### src/rtl/bonsai_pkg.sv
// Shared types and constants for the bonsai sorter front end.
// Key 0 is the run terminator everywhere in the sorter.
package bonsai_pkg;
    localparam int KEY_W = 32;
    localparam logic [KEY_W-1:0] TERMINATOR = '0;

    typedef enum logic {
        FILL = 1'b0,
        TERM = 1'b1
    } state_t;
endpackage

### src/rtl/bonsai_lane_fifo.sv
// Show-ahead synchronous FIFO: head data valid whenever o_empty is low.
// Latency: a write is visible at the head on the next cycle.
// Backpressure: o_full blocks i_enq; i_deq on an empty FIFO is ignored.
module bonsai_lane_fifo
    import bonsai_pkg::*;
#(
    parameter int DEPTH = 16,
    parameter int WIDTH = KEY_W
) (
    input  logic             i_clk,
    input  logic             i_rst,
    input  logic             i_enq,
    input  logic             i_deq,
    input  logic [WIDTH-1:0] i_data,
    output logic [WIDTH-1:0] o_data,
    output logic             o_empty,
    output logic             o_full
);
    localparam int AW = $clog2(DEPTH);
    localparam logic [AW-1:0] PTR_ONE  = 1;
    localparam logic [AW:0]   CNT_ONE  = 1;
    localparam logic [AW:0]   CNT_FULL = (AW+1)'(DEPTH);

    logic [WIDTH-1:0] r_mem [DEPTH];
    logic [AW-1:0]    r_wr_ptr;
    logic [AW-1:0]    r_rd_ptr;
    logic [AW:0]      r_count;
    logic             w_push;
    logic             w_pop;

    assign o_empty = (r_count == '0);
    assign o_full  = (r_count == CNT_FULL);
    assign w_push  = i_enq & ~o_full;
    assign w_pop   = i_deq & ~o_empty;
    assign o_data  = r_mem[r_rd_ptr];

    always_ff @(posedge i_clk) begin
        if (i_rst) begin
            r_wr_ptr <= '0;
            r_rd_ptr <= '0;
            r_count  <= '0;
        end else begin
            if (w_push) r_wr_ptr <= r_wr_ptr + PTR_ONE;
            if (w_pop)  r_rd_ptr <= r_rd_ptr + PTR_ONE;
            if (w_push && !w_pop)      r_count <= r_count + CNT_ONE;
            else if (w_pop && !w_push) r_count <= r_count - CNT_ONE;
        end
    end

    // Storage carries no reset; the pointers define what is valid.
    always_ff @(posedge i_clk) begin
        if (w_push) r_mem[r_wr_ptr] <= i_data;
    end
endmodule

### src/rtl/bonsai_run_loader.sv
// Cuts one key stream into zero-terminated runs, steered alternately to lanes A/B.
// Latency: an accepted key reaches its lane head on the next cycle.
// Backpressure: o_ready drops in TERM and whenever the current lane is full.
module bonsai_run_loader
    import bonsai_pkg::*;
#(
    parameter int RUN_LEN = 4,
    parameter int DEPTH   = 16,
    parameter int CNT_W   = 16
) (
    input  logic             i_clk,
    input  logic             i_rst,
    input  logic [KEY_W-1:0] i_data,
    input  logic             i_valid,
    output logic             o_ready,
    input  logic             i_flush,
    output logic [KEY_W-1:0] o_fifo_1,
    output logic             o_fifo_1_empty,
    input  logic             i_fifo_1_read,
    output logic [KEY_W-1:0] o_fifo_2,
    output logic             o_fifo_2_empty,
    input  logic             i_fifo_2_read,
    output logic [CNT_W-1:0] o_runs_done,
    output logic             o_lane
);
    localparam int RW = $clog2(RUN_LEN + 1);
    localparam logic [RW-1:0]    RUN_LAST = RW'(RUN_LEN);
    localparam logic [RW-1:0]    RUN_ONE  = 1;
    localparam logic [CNT_W-1:0] RUNS_ONE = 1;

    state_t           r_state;
    state_t           w_state_nxt;
    logic [RW-1:0]    r_count;
    logic [RW-1:0]    w_count_nxt;
    logic [RW-1:0]    w_count_inc;
    logic             r_lane;
    logic             w_lane_nxt;
    logic [CNT_W-1:0] r_runs;
    logic [CNT_W-1:0] w_runs_nxt;
    logic             w_wr_en;
    logic [KEY_W-1:0] w_wr_dat;
    logic             w_full_a;
    logic             w_full_b;
    logic             w_full_cur;
    logic             w_xfer;

    assign w_full_cur  = r_lane ? w_full_b : w_full_a;
    assign o_ready     = (r_state == FILL) & ~w_full_cur & ~i_rst;
    assign w_xfer      = i_valid & o_ready;
    assign o_runs_done = r_runs;
    assign o_lane      = r_lane;

    always_comb begin
        w_state_nxt = r_state;
        w_count_nxt = r_count;
        w_lane_nxt  = r_lane;
        w_runs_nxt  = r_runs;
        w_wr_en     = 1'b0;
        w_wr_dat    = i_data;
        w_count_inc = r_count + RUN_ONE;
        case (r_state)
            FILL: begin
                if (w_xfer) begin
                    w_wr_en = 1'b1;
                    if (i_data == TERMINATOR) begin
                        // An explicit zero closes the run itself; a flush alongside it adds nothing.
                        w_count_nxt = '0;
                        w_lane_nxt  = ~r_lane;
                        w_runs_nxt  = r_runs + RUNS_ONE;
                    end else begin
                        w_count_nxt = w_count_inc;
                        if ((w_count_inc == RUN_LAST) || i_flush) w_state_nxt = TERM;
                    end
                end else if (i_flush && (r_count != '0)) begin
                    w_state_nxt = TERM;
                end
            end
            TERM: begin
                if (!w_full_cur) begin
                    w_wr_en     = 1'b1;
                    w_wr_dat    = TERMINATOR;
                    w_count_nxt = '0;
                    w_lane_nxt  = ~r_lane;
                    w_runs_nxt  = r_runs + RUNS_ONE;
                    w_state_nxt = FILL;
                end
            end
            default: w_state_nxt = FILL;
        endcase
    end

    always_ff @(posedge i_clk) begin
        if (i_rst) begin
            r_state <= FILL;
            r_count <= '0;
            r_lane  <= 1'b0;
            r_runs  <= '0;
        end else begin
            r_state <= w_state_nxt;
            r_count <= w_count_nxt;
            r_lane  <= w_lane_nxt;
            r_runs  <= w_runs_nxt;
        end
    end

    bonsai_lane_fifo #(.DEPTH(DEPTH), .WIDTH(KEY_W)) u_lane_a (
        .i_clk   (i_clk),
        .i_rst   (i_rst),
        .i_enq   (w_wr_en & ~r_lane),
        .i_deq   (i_fifo_1_read),
        .i_data  (w_wr_dat),
        .o_data  (o_fifo_1),
        .o_empty (o_fifo_1_empty),
        .o_full  (w_full_a)
    );

    bonsai_lane_fifo #(.DEPTH(DEPTH), .WIDTH(KEY_W)) u_lane_b (
        .i_clk   (i_clk),
        .i_rst   (i_rst),
        .i_enq   (w_wr_en & r_lane),
        .i_deq   (i_fifo_2_read),
        .i_data  (w_wr_dat),
        .o_data  (o_fifo_2),
        .o_empty (o_fifo_2_empty),
        .o_full  (w_full_b)
    );
endmodule

### config.mk
export PLATFORM = sky130hd
export DESIGN_NAME = bonsai_run_loader
export DESIGN_NICKNAME = d
export VERILOG_FILES = /design/src/rtl/bonsai_pkg.sv /design/src/rtl/bonsai_lane_fifo.sv /design/src/rtl/bonsai_run_loader.sv
export SDC_FILE = /design/constraint.sdc
export NUM_CORES = 1
export LEC_CHECK = 0
export ABC_AREA = 1
export CORE_MARGIN = 4
export CORE_UTILIZATION = 40
export DETAILED_ROUTE_END_ITERATION = 6
export HOLD_SLACK_MARGIN = 0.12
export SKIP_LAST_GASP = 1
export SLEW_MARGIN = 0
export SYNTH_ARGS = -nofsm -noshare
export SYNTH_HDL_FRONTEND = slang
export SYNTH_HIERARCHICAL = 1
export SYNTH_SLANG_ARGS = --single-unit
### constraint.sdc
create_clock -name i_clk -period 4.42 [get_ports i_clk]
set_clock_uncertainty 0.2 [all_clocks]
set_input_delay 0.884 -clock i_clk [delete_from_list [all_inputs] [get_ports i_clk]]
set_output_delay 0.884 -clock i_clk [all_outputs]
set_load 0.01 [all_outputs]
# Word-level counts from Yosys, hierarchy flattened
# Memories as Yosys holds them, arrays and structs flattened. A register that Yosys moved wholly into a read port is not among the register bits.
# Cells that the tools add are included.
# op_classes
mux	36
bitwise_logic	17
addsub	10
n_eq_ne	6
n_reduce_logical	18
# ops
operator	n
2-to-1 mux 32 bit	2
2-to-1 mux 16 bit	3
logical NOT 32 bit	1
case mux 16 bit (2 select lines)	1
2-to-1 mux 5 bit	4
adder 16 x 1 -> 16 bit (second input constant)	1
adder 4 x 1 -> 4 bit (second input constant)	4
2-to-1 mux 4 bit	4
2-to-1 mux 1 bit	15
adder 5 x 1 -> 5 bit (second input constant)	2
equality test 5 bit (second input constant)	2
logical NOT 5 bit	2
subtractor 5 x 1 -> 5 bit (second input constant)	2
bitwise AND 1 bit	9
2-to-1 mux 3 bit	3
inverter 1 bit	8
case mux 1 bit (2 select lines)	3
case mux 3 bit (2 select lines)	1
logical AND 1 bit	5
logical NOT 1 bit	4
!= test 2 bit (second input constant)	2
nonzero test 2 bit	2
adder 3 x 1 -> 3 bit (second input constant)	1
equality test 3 bit (second input constant)	1
other kinds (5)	5
# word_totals
out_inout_bits	84
elab_cells	99
memories	2
in_bits	38
ram_bits	1024
regBits	47
# memory_table
memory	depth	word_bits	read_ports	rd_ports_with_merged_regs	wr	line_no	source
u_lane_a.r_mem	16	32	1	1	1	bonsai_lane_fifo.sv:24	logic [WIDTH-1:0] r_mem [DEPTH];
u_lane_b.r_mem	16	32	1	1	1	bonsai_lane_fifo.sv:24	

# Logic depth before layout (Yosys ltp)
# Gate-level depths: netlist (run 1).
# depth
word_depth	14
depth_mapped	20
depth_no_buf	19

# By module
# The synthesis (run 1) kept the hierarchy.
# by_module_without_submodules
mod	seq_area_each_um2	n_inst	cells_per_inst	area_each_um2
bonsai_lane_fifo (u_lane_b)	15715.1	1	2202	22935.7
bonsai_lane_fifo (u_lane_a)	15715.1	1	2202	22914.5
bonsai_run_loader	420.4	1	300	1625.3

# Worst setup path after synthesis (run 1)
# Ideal clock, no wire load.
# synth_timing
path_type	input-to-reg
start	input i_rst
end	memory u_lane_b/r_mem[0][0] (netlist name) (enable)
slack_ns	0.469
stages	10
n_path_buf	1
setup_ns	0.421
required_time_ns	3.799
arrival_time_ns	3.330
path_cell_list	nor2_1 -> nand4_1 -> nand2_1 -> inv_2 -> buf_4 -> nor2_1 -> nand2_1 -> inv_1 -> nand2_1 -> nor2_1
# synth_via
elab_chain_cells	9
# synth_lines
item	line_no	source
start: declaration	bonsai_run_loader.sv:12	input logic i_rst,
inverter 1 bit	bonsai_run_loader.sv:48	assign o_ready = (r_state == FILL) & ~w_full_cur & ~i_rst;
bitwise AND 1 bit	bonsai_run_loader.sv:48	
bitwise AND 1 bit	bonsai_run_loader.sv:49	assign w_xfer = i_valid & o_ready;
2-to-1 mux 1 bit	bonsai_run_loader.sv:63	if (w_xfer) begin
case mux 1 bit (2 select lines)	bonsai_run_loader.sv:61	case (r_state)
bitwise AND 1 bit	bonsai_run_loader.sv:120	.i_enq (w_wr_en & r_lane),
bitwise AND 1 bit	bonsai_lane_fifo.sv:33	assign w_push = i_enq & ~o_full;
named net u_lane_b.w_push	bonsai_lane_fifo.sv:28	logic w_push;
2-to-1 mux 1 bit	bonsai_lane_fifo.sv:52	if (w_push) r_mem[r_wr_ptr] <= i_data;
2-to-1 mux 1 bit (not written as such)	bonsai_lane_fifo.sv:52	
end: declaration	bonsai_lane_fifo.sv:24	
# The timed path passes the listed nets, and every way through them passes these cells.

==> summary.txt, run 1 <==
Run status
  • Status: finished, final reports clean

Clock tree
  • Post_cts resized: 0
  • # Post-CTS Setup Buffers: 0
  • Latest clock arrival within the worst-skew pair: 0.69 ns
  • CTS tree: yes
  • Hold buffers post-CTS: 0
  • CTS HTree Levels: 3
  • TritonCTS Buffers: 109
  • Reg clk slew, reported paths: 0.06 ns
  • Clock root cell: clkbuf_16
  • Max clock buf depth: 3
  • Clock Sinks: 1079

Placed design
  • Hpwl dp: 73800 um
  • Buffers on Ports: 121
  • Pre-CTS WS: 0.435 ns
  • Gpl congestion: 0.811

STA
  • Worst slew margin: 0.284
  • Fmax: 233 MHz
  • Final Setup Violations: 0
  • Setup TNS: 0 ns
  • Final worst path period share: 0.973
  • Fin. Hold Viols: 0
  • Fin. max-slew vios: 0
  • Setup repair after global routing missed its margin: false
  • Final worst slack: 0.121 ns
  • Period minus WS final: 4.30 ns
  • Worst Tran Pin Value: 1.07 ns

Min path
  • Hold crit path type: reg2reg
  • Worst hold start: r_count[0]$_SDFFE_PP0P_
  • Hold path cells: 2
  • Hold EP: r_count[0]$_SDFFE_PP0P_

Cells and area
  • Most common cell after layout, fill and taps aside: nand2_1
  • Net count, final: 4886
  • FILL cells: 10700
  • Share of cells above drive strength 1: 0.0656
  • Most frequent cells in the layout: nand2_1 (1484), edfxtp_1 (1024), inv_1 (849), nand3_1 (811), clkdlybuf4s50_1 (121)
  • Syn-to-layout area delta: 14.2%
  • ANT cells: 0
  • Register Area: 31900 sq um
  • Area of the multi-input gates: 11100 sq um

Global routing
  • Initial antenna violation count: 5
  • Vias in the first global route: 30000
  • Gr ovfl total: 0
  • Largest net degree at the start of global routing: 153
  • First-pass GRT wire length: 188000 um
  • Global-route usage over all layers: 0.198

Job
  • Max Cap Viol: 0

Worst setup path
  • Reg2reg path depth: 13
  • Slowest CP cell: dfxtp_4
  • CP max stage delay: 0.64 ns
  • Endpoint required time on the critical path: 3.34 ns
  • R2R setup slack: 0.99 ns
  • CP dominant cell by count: nand2_1
  • RR Endpoint: u_lane_a/r_mem[15][1]$_DFFE_PP_
  • Critical-path cell list: buf_12, nand2_1, nand2_1, nand2_1, nand3_1, nand3_1, nand2_1, clkdlybuf4s50_1
  • Reg2reg start: u_lane_b/r_count[0]$_SDFFE_PP0P_
  • Arrival @ worst endpoint: 3.22 ns
  • Critical path type: reg2out
  • Max FO, Critical Path: 91
  • Crit path buf inv count: 2
  • Worst setup SP type: flop
  • Crit-path leading delay family: buffers and inverters
  • CP Capture Type: output pin

Drt
  • Via count: 32100
  • Detail Route Antenna Nets: 0
  • Initial DRC count: 3425
  • Via density: 4.98
  • Total wire length: 127000 um
  • First-pass detailed-route iteration total: 6
  • Drt drc: 0
  • DR WL/cell: 19.7 um

Yosys
  • Post-synthesis sequential area ratio: 0.671
  • Post-Syn Instances: 4704
  • Synthesized area: 47500 sq um
  • Syn_nets: 4766
  • Synth cell types: 32
  • Syn Area/Cell: 10.1 sq um
  • Yosys reg bits: 1079
  • Synth Warn #: 6

Floorplanning
  • Die height: 353 um
  • Die Width: 353 um
  • Core area: 118000 sq um
  • Row count: 126
  • Initial Util: 0.403
  • Die ar.: 124000 sq um
  • Ports: 122

Power
  • Leakage power: 22.8 nW
  • Pwr Total: 29.2 mW
  • Maximum vdd ir drop: 371 uV
  • Power per cell area: 539 nW/um^2
==> synthesized netlist by cell type, drive strengths merged <==
cell type	n	share of area
nand4	4	0.00053
buf	194	0.029
dfxtp	55	0.023
or2	2	0.00026
nand3b	2	0.00032
ha	22	0.0058
o21ai	19	0.0021
nor3	1	0.00011
nor2	147	0.012
a21oi	32	0.0034
xnor2	1	0.00018
clkbuf	27	0.0021
nor3b	1	0.00016
inv	867	0.069
xor2	6	0.0011
nand3	812	0.086
nand2	1485	0.12
fa	2	0.00084
o21a	1	0.00016
edfxtp	1024	0.65
==> metrics by stage <==
stage / hold slack [ns] / area, sq um / utilization / std cells
floorplan: 0.268 / 47500 / - / 4704
global placement: 0.293 / 50700 / 0.430 / 6249
detailed placement: 0.298 / 50700 / 0.430 / 6249
CTS: 0.304 / 54200 / 0.460 / 6446
global route: 0.322 / 54200 / 0.460 / 6446
finish: 0.305 / 54200 / 0.460 / 6446
==> cells by family (layout without fill, tap and decap cells) <==
logic type,count (synthesis),count (layout),share of synthesized area
compound gates,52,52,0.00561
xor+xnor,7,7,0.00129
fa+ha+maj,24,24,0.00664
buf+inv,1088,1294,0.0994
flops,1079,1079,0.671
simple gates,2454,2454,0.216
==> worst max-delay path by stage <==
stage / from / slack, ns / cells after the start / endpoint
after floorplan: i_rst / 0.47 / 10 / u_lane_b/r_mem[0][0]$_DFFE_PP_
after global placement: i_rst / 0.41 / 16 / u_lane_b/r_count[4]$_SDFFE_PP0P_
after detailed placement: i_rst / 0.44 / 11 / u_lane_b/r_mem[6][14]$_DFFE_PP_
after CTS: flop / 0.08 / 9 / o_fifo_1[11]
after global routing: flop / 0.01 / 8 / o_fifo_1[26]
final: flop / 0.12 / 8 / o_fifo_1[26]
==> where the power goes <==
group,total [mW],internal [mW],switching (mW)
registers,12.3,12.1,0.198
logic,7.84,2.43,5.42
clock network,9.10,5.24,3.87
==> worst min-delay path: stages (launching register included) <==
cell	delay [ns]
dfxtp_1	0.34
nand2_1	0.07
a21oi_1	0.05
==> area by class of cell <==
| class | instances | share of cell area |
|---|---|---|
| clock inverters | 46 | 0.00921 |
| inverters | 867 | 0.0605 |
| flip-flops and latches | 1079 | 0.588 |
| multi-input cells | 2537 | 0.206 |
| well taps | 1536 | 0.0354 |
| clock buffers | 151 | 0.0557 |
| repair buffers | 230 | 0.0460 |
==> metal layers <==
layer	vias to the layer above	wire [um]	track usage
met1	15500	55700	0.285
met2	1130	57000	0.304
met5	-	18	0
met4	2	3290	0.0599
li1	15300	-	-
met3	175	10700	0.0408
==> registers in the layout, summed over array words and instances, names as in the netlist, named ones only <==
signal and flops:
o_lane 1, u_lane_a/r_count 5, r_count 3, u_lane_b/r_count 5
u_lane_b/r_mem 512, o_runs_done 16, u_lane_b/r_rd_ptr 4, u_lane_a/r_wr_ptr 4
u_lane_a/r_rd_ptr 4, u_lane_b/r_wr_ptr 4, u_lane_a/r_mem 512, r_state 1
Note: power is estimated with default switching activity, not from simulation.
==> inputs of run 2 (changes only) <==
--- a/config.mk
+++ b/config.mk
@@ -6,13 +6,16 @@
 export NUM_CORES = 1
 export LEC_CHECK = 0
 export ABC_AREA = 1
+export CORE_ASPECT_RATIO = 0.5
 export CORE_MARGIN = 4
 export CORE_UTILIZATION = 40
 export DETAILED_ROUTE_END_ITERATION = 6
 export HOLD_SLACK_MARGIN = 0.12
+export PLACE_DENSITY = 0.54
 export SKIP_LAST_GASP = 1
 export SLEW_MARGIN = 0
 export SYNTH_ARGS = -nofsm -noshare
 export SYNTH_HDL_FRONTEND = slang
 export SYNTH_HIERARCHICAL = 1
 export SYNTH_SLANG_ARGS = --single-unit
+export TNS_END_PERCENT = 30
==> run 2 against run 1 <==
  * Hold slack gained 0.0042 ns
  * Clock power shrank 5.4%
  * Combinational power shrank 0.5%
  * Critical endpoint is now o_fifo_2[23]
==> summary.txt, run 2 (synthesis gave the netlist of run 1 again) <==
Clock tree
  • Clock Sinks: 1079 (unchanged)
  • CTS HTree Levels: 3 (unchanged)
  • Reg clk slew, reported paths: 0.06 ns (about the same)
  • CTS tree: yes
  • Post_cts resized: 0 (unchanged)
  • Max clock buf depth: 3 (unchanged)
  • TritonCTS Buffers: 101 (-7.3%)
  • # Post-CTS Setup Buffers: 0 (unchanged)
  • Latest clock arrival within the worst-skew pair: 0.70 ns (about the same)
  • Clock root cell: clkbuf_16
  • Hold buffers post-CTS: 0 (unchanged)

Placed design
  • DP Area: 50900 sq um (+0.37%)
  • Buffers on Ports: 121 (unchanged)
  • Pre-CTS WS: 0.483 ns (+0.0477 ns)
  • Gpl congestion: 0.836 (+3.2%)
  • Hpwl dp: 73600 um (-0.25%)

Global routing
  • Gr ovfl total: 0 (unchanged)
  • Vias in the first global route: 30600 (+1.9%)
  • First-pass GRT wire length: 191000 um (+1.3%)
  • Largest net degree at the start of global routing: 129 (-16%)
  • Global-route usage over all layers: 0.201 (+0.00263)
  • Initial antenna violation count: 4 (-1)

STA
  • Setup repair after global routing missed its margin: false
  • Setup TNS: 0 ns (unchanged)
  • Fin. Hold Viols: 0 (unchanged)
  • Worst Tran Pin Value: 0.971 ns (-0.104 ns)
  • Hold Slack: 0.309 ns (+0.00419 ns)
  • Final Setup Violations: 0 (unchanged)
  • Final worst slack: 0.211 ns (+0.0900 ns)
  • Fin. max-slew vios: 0 (unchanged)
  • Final worst path period share: 0.952 (-0.0204)
  • Fmax: 238 MHz (+2.1%)
  • Worst slew margin: 0.353 (+0.0691)
  • Period minus WS final: 4.21 ns (-0.0900 ns)

Floorplanning
  • Core area: 118000 sq um (about the same)
  • Die Width: 495 um (+40%)
  • Row count: 89 (-29%)
  • Initial Util: 0.403 (about the same)
  • Die ar.: 125000 sq um (+0.27%)
  • Die height: 252 um (-29%)
  • Ports: 122 (unchanged)

Power
  • Maximum vdd ir drop: 329 uV (-11%)
  • Leakage power: 22.7 nW (-0.58%)
  • Power per cell area: 530 nW/um^2 (-1.6%)

Drt
  • Detail Route Antenna Nets: 0 (unchanged)
  • First-pass detailed-route iteration total: 6 (unchanged)
  • Total wire length: 126000 um (-0.35%)
  • Via count: 31800 (-0.95%)
  • Initial DRC count: 2777 (-19%)
  • DR WL/cell: 19.5 um (-1.0%)
  • Drt drc: 0 (unchanged)
  • Via density: 4.90 (-1.6%)

Cells and area
  • Fin util: 0.459 (-0.000663)
  • Syn-to-layout area delta: 14.0%
  • Cell area after layout: 54100 sq um (-0.24%)
  • Most common cell after layout, fill and taps aside: nand2_1
  • Most frequent cells in the layout: nand2_1 (1484), edfxtp_1 (1024), inv_1 (847), nand3_1 (811), clkdlybuf4s50_1 (121)
  • Share of cells above drive strength 1: 0.0646 (-0.00101)
  • Net count, final: 4880 (-0.12%)
  • FILL cells: 11000 (+2.1%)

Worst setup path
  • Arrival @ worst endpoint: 3.13 ns (-0.09 ns)
  • CP Capture Type: output pin
  • Worst setup SP type: flop
  • Max FO, Critical Path: 61 (-33%)
  • Endpoint required time on the critical path: 3.34 ns (about the same)
  • Critical path type: reg2out

Run status
  • Status: finished, final reports clean

Min path
  • Hold crit path type: reg2reg

Job
  • Max Cap Viol: 0 (unchanged)
-- run 2: cell count changes in the layout (fill, tap and decap cells not counted), moves of 2 or more --
cell | previous run | this run
clkbuf_16 | 112 | 102
clkinv_2 | 13 | 19
clkbuf_8 | 7 | 4
clkbuf_1 | 32 | 24
buf_12 | 37 | 45
inv_1 | 849 | 847
buf_4 | 72 | 66
diode_2 | 0 | 2
-- run 2: final cells by class --
cell class / instances / area, sq um / share of cell area
Multi-Input combinational cell: 2537 / 11100 / 0.206
Tap cell: 1592 / 1990 / 0.0368
Antenna cell: 2 / 5.00 / 0.0000925
Clock inverter: 49 / 509 / 0.00941
Sequential cell: 1079 / 31900 / 0.589
Inverter: 867 / 3270 / 0.0605
Timing Repair Buffer: 232 / 2610 / 0.0482
Clock buffer: 130 / 2700 / 0.0499
-- run 2: per-layer routing --
layer / global-route usage / up-vias / routed length [um]
met5: 0 / - / 0
met4: 0.0434 / 0 / 2450
met3: 0.0354 / 164 / 7660
met2: 0.318 / 875 / 58100
met1: 0.291 / 15500 / 58100
li1: - / 15300 / -
-- run 2: path summary, 6_finish.rpt --
path	start	to	slack, ns	cells past startpoint
worst min-delay path	u_lane_a/r_rd_ptr[2]$_SDFFE_PP0P_	flop	0.31	2
worst min register to register	u_lane_a/r_rd_ptr[2]$_SDFFE_PP0P_	flop	0.31	2
worst max-delay path	flop	o_fifo_2[23]	0.21	8
worst max register to register	u_lane_b/r_count[0]$_SDFFE_PP0P_	u_lane_a/r_count[4]$_SDFFE_PP0P_	0.89	18
-- run 2: worst max-delay path, stage by stage, from the launching register on --
cell and delay (ns):
dfxtp_4 0.45, inv_8 0.35, buf_4 0.41, nand2_1 0.09, nand3_1 0.08, nand3_1 0.24
nand3_1 0.15, nand2_1 0.09, clkdlybuf4s50_1 0.49
-- run 2: report_power, final --
group	switching [mW]	internal, mW	total (mW)
Combinational	5.36	2.44	7.80
Clock	3.83	4.78	8.61
Sequential	0.197	12.1	12.3
Total	9.39	19.3	28.7
-- run 2: through the flow --
stage	instances	total power [mW]
final	6488	28.7
after CTS	6486	29.0
after detailed placement	6307	20.3
after global placement	6307	20.3
after global routing	6486	30.1
after floorplan	4704	17.3
